===== src/rtl/sync_monostable.sv =====
// sync_monostable: clock-synchronous multi-channel 423-style one-shot
// Ports:
//   clk, reset   system clock, synchronous active-high reset
//   _a, b        per-channel trigger inputs; a channel fires when (!_a && b) becomes true
//   _r           per-channel active-low synchronous clear
//   width        per-channel pulse width in clocks, channel n at [n*WB +: WB]
//   q, _q        pulse output and its complement
//   busy         channel is timing its delay or pulse
//   missed       sticky flag: trigger arrived while busy with retriggering disabled
module sync_monostable #(
    parameter int CHANNELS     = 4,
    parameter int WB           = 8,
    parameter int DELAY_CYCLES = 1,
    parameter int RETRIGGER    = 0,
    parameter int TRUNCATE     = 1
) (
    input  logic                   clk,
    input  logic                   reset,
    input  logic [CHANNELS-1:0]    _a,
    input  logic [CHANNELS-1:0]    b,
    input  logic [CHANNELS-1:0]    _r,
    input  logic [CHANNELS*WB-1:0] width,
    output logic [CHANNELS-1:0]    q,
    output logic [CHANNELS-1:0]    _q,
    output logic [CHANNELS-1:0]    busy,
    output logic [CHANNELS-1:0]    missed
);
    typedef enum logic [1:0] {IDLE, DELAY, PULSE} state_t;
    localparam logic [WB-1:0] DLY = WB'(DELAY_CYCLES);
    localparam logic [WB-1:0] ONE = WB'(1);
    for (genvar n = 0; n < CHANNELS; n++) begin : g_ch
        state_t        r_st;
        logic [WB-1:0] r_cnt;
        logic [WB-1:0] r_wlat;
        logic          r_cond_d;
        logic          r_missed;
        logic [WB-1:0] w_w;
        logic          w_cond;
        logic          w_ev;
        logic          w_go;
        assign w_w    = width[n*WB +: WB];
        assign w_cond = !_a[n] && b[n];
        assign w_ev   = w_cond && !r_cond_d;
        // zero-width events never start or restart a pulse
        assign w_go   = w_ev && (w_w != '0);
        always_ff @(posedge clk) begin
            if (reset) begin
                r_st     <= IDLE;
                r_cnt    <= '0;
                r_wlat   <= '0;
                r_cond_d <= 1'b1;
                r_missed <= 1'b0;
            end else begin
                r_cond_d <= w_cond;
                if (!_r[n]) begin
                    r_st     <= IDLE;
                    r_cnt    <= '0;
                    r_missed <= 1'b0;
                end else if (TRUNCATE != 0 && !w_cond && r_st != IDLE) begin
                    r_st  <= IDLE;
                    r_cnt <= '0;
                end else if (w_go && (r_st == IDLE || RETRIGGER != 0)) begin
                    // a retrigger in PULSE extends without re-running the delay
                    r_wlat <= w_w;
                    if (r_st == PULSE || DELAY_CYCLES == 0) begin
                        r_st  <= PULSE;
                        r_cnt <= w_w;
                    end else begin
                        r_st  <= DELAY;
                        r_cnt <= DLY;
                    end
                end else begin
                    if (w_ev && r_st != IDLE && RETRIGGER == 0)
                        r_missed <= 1'b1;
                    if (r_st == DELAY) begin
                        r_st  <= (r_cnt == ONE) ? PULSE : DELAY;
                        r_cnt <= (r_cnt == ONE) ? r_wlat : r_cnt - ONE;
                    end else if (r_st == PULSE) begin
                        r_st  <= (r_cnt == ONE) ? IDLE : PULSE;
                        r_cnt <= r_cnt - ONE;
                    end
                end
            end
        end
        assign q[n]      = (r_st == PULSE);
        assign _q[n]     = ~q[n];
        assign busy[n]   = (r_st != IDLE);
        assign missed[n] = r_missed;
    end
endmodule

===== config.mk =====
export PLATFORM = sky130hd
export DESIGN_NAME = sync_monostable
export DESIGN_NICKNAME = d
export VERILOG_FILES = /design/src/rtl/sync_monostable.sv
export SDC_FILE = /design/constraint.sdc
export NUM_CORES = 1
export LEC_CHECK = 0
export BUFFER_PORTS_ARGS = -buffer_cell sky130_fd_sc_hd__buf_2
export CAP_MARGIN = 20
export CELL_PAD_IN_SITES_DETAIL_PLACEMENT = 1
export CELL_PAD_IN_SITES_GLOBAL_PLACEMENT = 1
export CORE_MARGIN = 1.5
export CORE_UTILIZATION = 42
export DETAILED_ROUTE_END_ITERATION = 12
export PLACE_DENSITY_LB_ADDON = 0.1
export SYNTH_ARGS = -nofsm -noshare
export SYNTH_HDL_FRONTEND = slang
export SYNTH_SLANG_ARGS = --single-unit

===== constraint.sdc =====
create_clock -name clk -period 2.4 [get_ports clk]
set_input_delay 0.48 -clock clk [delete_from_list [all_inputs] [get_ports clk]]
set_output_delay 0.48 -clock clk [all_outputs]
set_load 0.02 [all_outputs]

## Yosys cells after proc, flatten, opt, wreduce, memory -nomap -nowiden

Index checks and enable logic that the tools add are counted.
Widths: inputs -> output; s select.

| storage, ports and cells | value |
|---|---|
| bits in registers | 80 |
| input bits | 46 |

| operators by class | value |
|---|---|
| add/sub/neg operators | 4 |
| equality and inequality tests | 12 |
| bitwise gates (word level) | 16 |
| multiplexer cells | 44 |
| reduce and logical (&&, ||, !) cells | 68 |

Operators with widths:

| cell | count |
|---|---|
| $mux 8 | 20 |
| $mux 2 | 24 |
| $eq 8x1->1 const B | 4 |
| $reduce_bool 8->1 | 4 |
| $sub 8x1->8 const B | 4 |
| $logic_and 1x1->1 | 24 |
| $reduce_and 3->1 | 8 |
| $not 1->1 | 16 |
| $logic_not 1->1 | 12 |
| $reduce_bool 3->1 | 4 |
| $reduce_or 3->1 | 4 |
| $eq 2x1->1 const B | 4 |
| $eq 2x2->1 const B | 4 |
| $logic_not 2->1 | 4 |
| $reduce_bool 2->1 | 4 |
| $reduce_or 2->1 | 4 |

## Depth between registers and ports, before layout

| depth | value |
|---|---|
| depth after elaboration | 7 |
| mapped depth | 8 |
| gate-level depth less buffers | 8 |

## Worst setup path before layout

Ideal clock, no wire load.

| timing path | value |
|---|---|
| path type | register -> register |
| from | reg g_ch[0].r_cnt[2] |
| to | reg g_ch[0].r_st[0] |
| setup slack | 0.333 ns |
| library setup time | 0.136 ns |
| data arrival time | 1.931 ns |
| path buffers | 0 |
| stages on the path, launching flop included | 7 |
| cell sequence | dfxtp_1 > or4_4 > or3_1 > ha_1 > mux2_2 > o22ai_1 > nor2_1 |

| between the ends | value |
|---|---|
| longest elaborated chain between the ends | 4 |

RTL lines:

| item | line | source |
|---|---|---|
| from (decl) | 33 | `logic [WB-1:0] r_cnt;` |
| from (signal assigned) | 67 | `r_cnt <= w_w;` |
| from (signal assigned) | 77 | `r_cnt <= (r_cnt == ONE) ? r_wlat : r_cnt - ONE;` |
| from (signal assigned) | 80 | `r_cnt <= r_cnt - ONE;` |
| $eq 8x1->1 | 76 | `r_st <= (r_cnt == ONE) ? PULSE : DELAY;` |
| $mux 2 | 76 |  |
| $mux 2 | 75 | `if (r_st == DELAY) begin` |
| $mux 2 | 62 | `end else if (w_go && (r_st == IDLE \|\| RETRIGGER != 0)) begin` |
| to (signal assigned) | 76 |  |
| to (signal assigned) | 79 | `r_st <= (r_cnt == ONE) ? IDLE : PULSE;` |
| to (decl) | 32 | `state_t r_st;` |

Every way passes these cells.
A chain may end at the register's enable or synchronous reset.

## Worst setup path in the final report

Ends and elaborated chain as after synthesis.

==> impl_metrics.tcl <==
set metrics [dict create \
    rows 36 \
    synth.area.mux_share_pct 3.59 \
    diodes 0 \
    p_clk_share_pct 35.0 \
    power_density_nw_per_um2 510 \
    multi_input_area_um2 2460 \
    vias 4084 \
    h-tree-depth 3 \
    status "finished, final reports clean" \
    peakVddDrop_uv 201 \
    ctsLongestPathBuffers 2 \
    overflow 0 \
    power.switching_w 0.000639 \
    cts.sinks 80 \
    drtIter0Drc 57 \
    synth_ff_type "dfxtp_1" \
    setup_slack_ps 213 \
    cts_root_buffer "clkbuf_8" \
    place_ws_ps 221 \
    synth-edff-count 0 \
    synth_cells 524 \
    cts_tree "yes" \
    ctsResizeCount 0 \
    regArea_um2 1600 \
    synthXorXnorAreaFrac_pct 1.03 \
    nNetsFinal 647 \
    final_antenna_net_count 0 \
    yosys.area_share.simple_pct 27.4 \
    die-area_um2 10700 \
    place_inst 711 \
    synth_compound_area_share_pct 21.6 \
    holdWs_ps 375 \
    layout_commonest_cell "dfxtp_1" \
    worstPathArrival_ps 2410 \
    layout-drive-gt1-share_pct 18.2 \
    finalNonFillerCells 725 \
    ys_ff_latch 80 \
    syn_area_per_cell_um2 8.11 \
    hold_viol_final 0 \
    grt_usage_pct 22.6 \
    ys_async_sr_fraction_pct 0 \
    place_congestion 0.815 \
    path_clk_slew_ps 80 \
    drc_errors 0 \
    post_drt_wl_per_cell_um 16.2 \
    layout_common_cells "80 x dfxtp_1, 61 x buf_2, 59 x a21oi_1" \
    grt_max_degree 22 \
    swShare_pct 25.7 \
    fp.dieH_um 104 \
    p_comb_share_pct 9.8 \
    synth_fa_ha_area_share_pct 4.24 \
    power.share.sequential_pct 55.1 \
    layout_min_cycle_time_ps 2190 \
    cp-end-kind "register" \
    ys_types 59 \
    drv_slew 0 \
    skew_ps 8.22 \
    wl_um 11700 \
    fmax_ghz 0.457 \
    grt_pass1_wl_um 19900 \
    tightest_slew_ps 756 \
    antenna_found_initial 0 \
    slew_headroom_pct 49.0 \
    rsz0062_at_grt "no" \
    initial_core_util_pct 43.5 \
    vias_per_cell 5.63 \
    core_um2 9770 \
    power.total_w 0.00248 \
    clk_latency_ps 360 \
    port_buffers 61 \
    ctsHoldBuffers 0 \
    p_leak_nw 1.89 \
    crit_path_start_kind "register" \
    synth_nets 582 \
    syn_area_um2 4250 \
    drtPass1Iterations 4 \
    cts_buffers 9 \
    hp-class "in2reg" \
    ys_warn_count 0 \
    n_fill_cell 1263 \
    ys_seq_area_share_pct 37.7 \
    first_global_vias 4125 \
    dp_hpwl_um 8950 \
    p_int_w 0.00185 \
    post-route-period-util_pct 91.1 \
    critical_path_class "reg2reg" \
    setup-violations-final 0 \
    critPathMaxFanout 7 \
    die_width_um 104 \
    synth_top_family_by_area "simple AND/OR/NAND/NOR gates" \
    top_level_ports 62 \
    cap_violations 0 \
    areaGrowthSynthToFinish_pct 14.7 \
    tns_ps 0 \
    postCtsSetupRepairBufs 0 \
    worst_ep_required_time_ps 2620 \
]
## cell families (layout without fill, tap and decap cells)
group,count (synthesis),after routing
flip-flops,80,80
adder cells (fa/ha/maj),15,15
buffers and inverters,39,107
multiplexers,15,15
XOR/XNOR,5,5
AO/OA/AOI/OAI,148,148
AND/OR/NAND/NOR,222,222
## critical path, stage by stage (launching register included)
cell and delay, ps:
dfxtp_1 360, or4_4 600, or3_1 410, ha_1 230
mux2_2 270, o22ai_1 130, nor2_1 50
## stage by stage
stage,utilization [%],area [um2]
global route,49.9,4880
global placement,48.3,4720
detailed placement,48.3,4720
finish,49.9,4880
floorplan,-,4250
CTS,49.9,4880
## state kept, by name, indices dropped and copies added, names as in the netlist
register / count
g_ch.r_cnt: 32
g_ch.r_cond_d: 4
g_ch.r_missed: 4
g_ch.r_st: 8
g_ch.r_wlat: 32
## power by group through the flow
stage | logic [W] | clock network, W | registers [W]
after floorplan | 0.000146 | 0 | 0.00139
after global placement | 0.000234 | 0 | 0.00140
after detailed placement | 0.000243 | 0 | 0.00140
after CTS | 0.000245 | 0.000904 | 0.00137
after global routing | 0.000272 | 0.000946 | 0.00137
final | 0.000244 | 0.000870 | 0.00137
## per-layer routing
metal / GRT usage [%] / vias up / share of wire, %
met5: 0 / - / 0
met3: 3.02 / 16 / 2.7
met2: 39.2 / 69 / 48
met4: 8.13 / 0 / 1.7
met1: 28.7 / 1965 / 47
li1: - / 2034 / -
## layout make-up
| class | count | share of cell area (%) |
|---|---|---|
| Multi-Input combinational cell | 405 | 50.5 |
| Sequential cell | 80 | 32.8 |
| Timing Repair Buffer | 79 | 9.03 |
| Tap cell | 133 | 3.41 |
| Clock buffer | 13 | 3.05 |
| Inverter | 14 | 1.08 |
| Clock inverter | 1 | 0.103 |
## cells in the mapped netlist (all sizes together) (3+ instances only)
| library cell | n | share of area (%) |
|---|---|---|
| maj3 | 3 | 0.71 |
| o31ai | 4 | 0.71 |
| and3 | 4 | 0.59 |
| or4 | 3 | 0.62 |
| clkbuf | 10 | 0.88 |
| mux2i | 13 | 3.1 |
| nor2b | 9 | 1.3 |
| or3 | 9 | 1.3 |
| nor3b | 10 | 1.8 |
| or2 | 4 | 0.59 |
| a211oi | 7 | 1.2 |
| o21ai | 44 | 5.2 |
| xnor2 | 3 | 0.62 |
| inv | 14 | 1.2 |
| dfxtp | 80 | 38 |
| buf | 15 | 2.3 |
| a21oi | 60 | 7.2 |
| o211ai | 5 | 0.88 |
| nor4 | 15 | 2.9 |
| ha | 12 | 3.5 |
| a2111oi | 4 | 1.6 |
| nor3 | 29 | 3.4 |
| nand2 | 53 | 4.7 |
| nor2 | 40 | 3.5 |
| nand3 | 24 | 2.8 |
| o21a | 3 | 0.53 |
| nand2b | 15 | 2.2 |
## path summary, 6_finish.rpt
kind	from	endpoint	slack (ps)	depth (start not counted)
worst min-delay path	width[28]	g_ch[3].r_wlat[4]	380	3
worst min register to register	g_ch[1].r_wlat[0]	g_ch[1].r_wlat[0]	470	2
worst max register to register	g_ch[0].r_cnt[2]	g_ch[0].r_st[0]	210	6
worst max-delay path	g_ch[0].r_cnt[2]	g_ch[0].r_st[0]	210	6
Power figures use the tool's default switching activity.
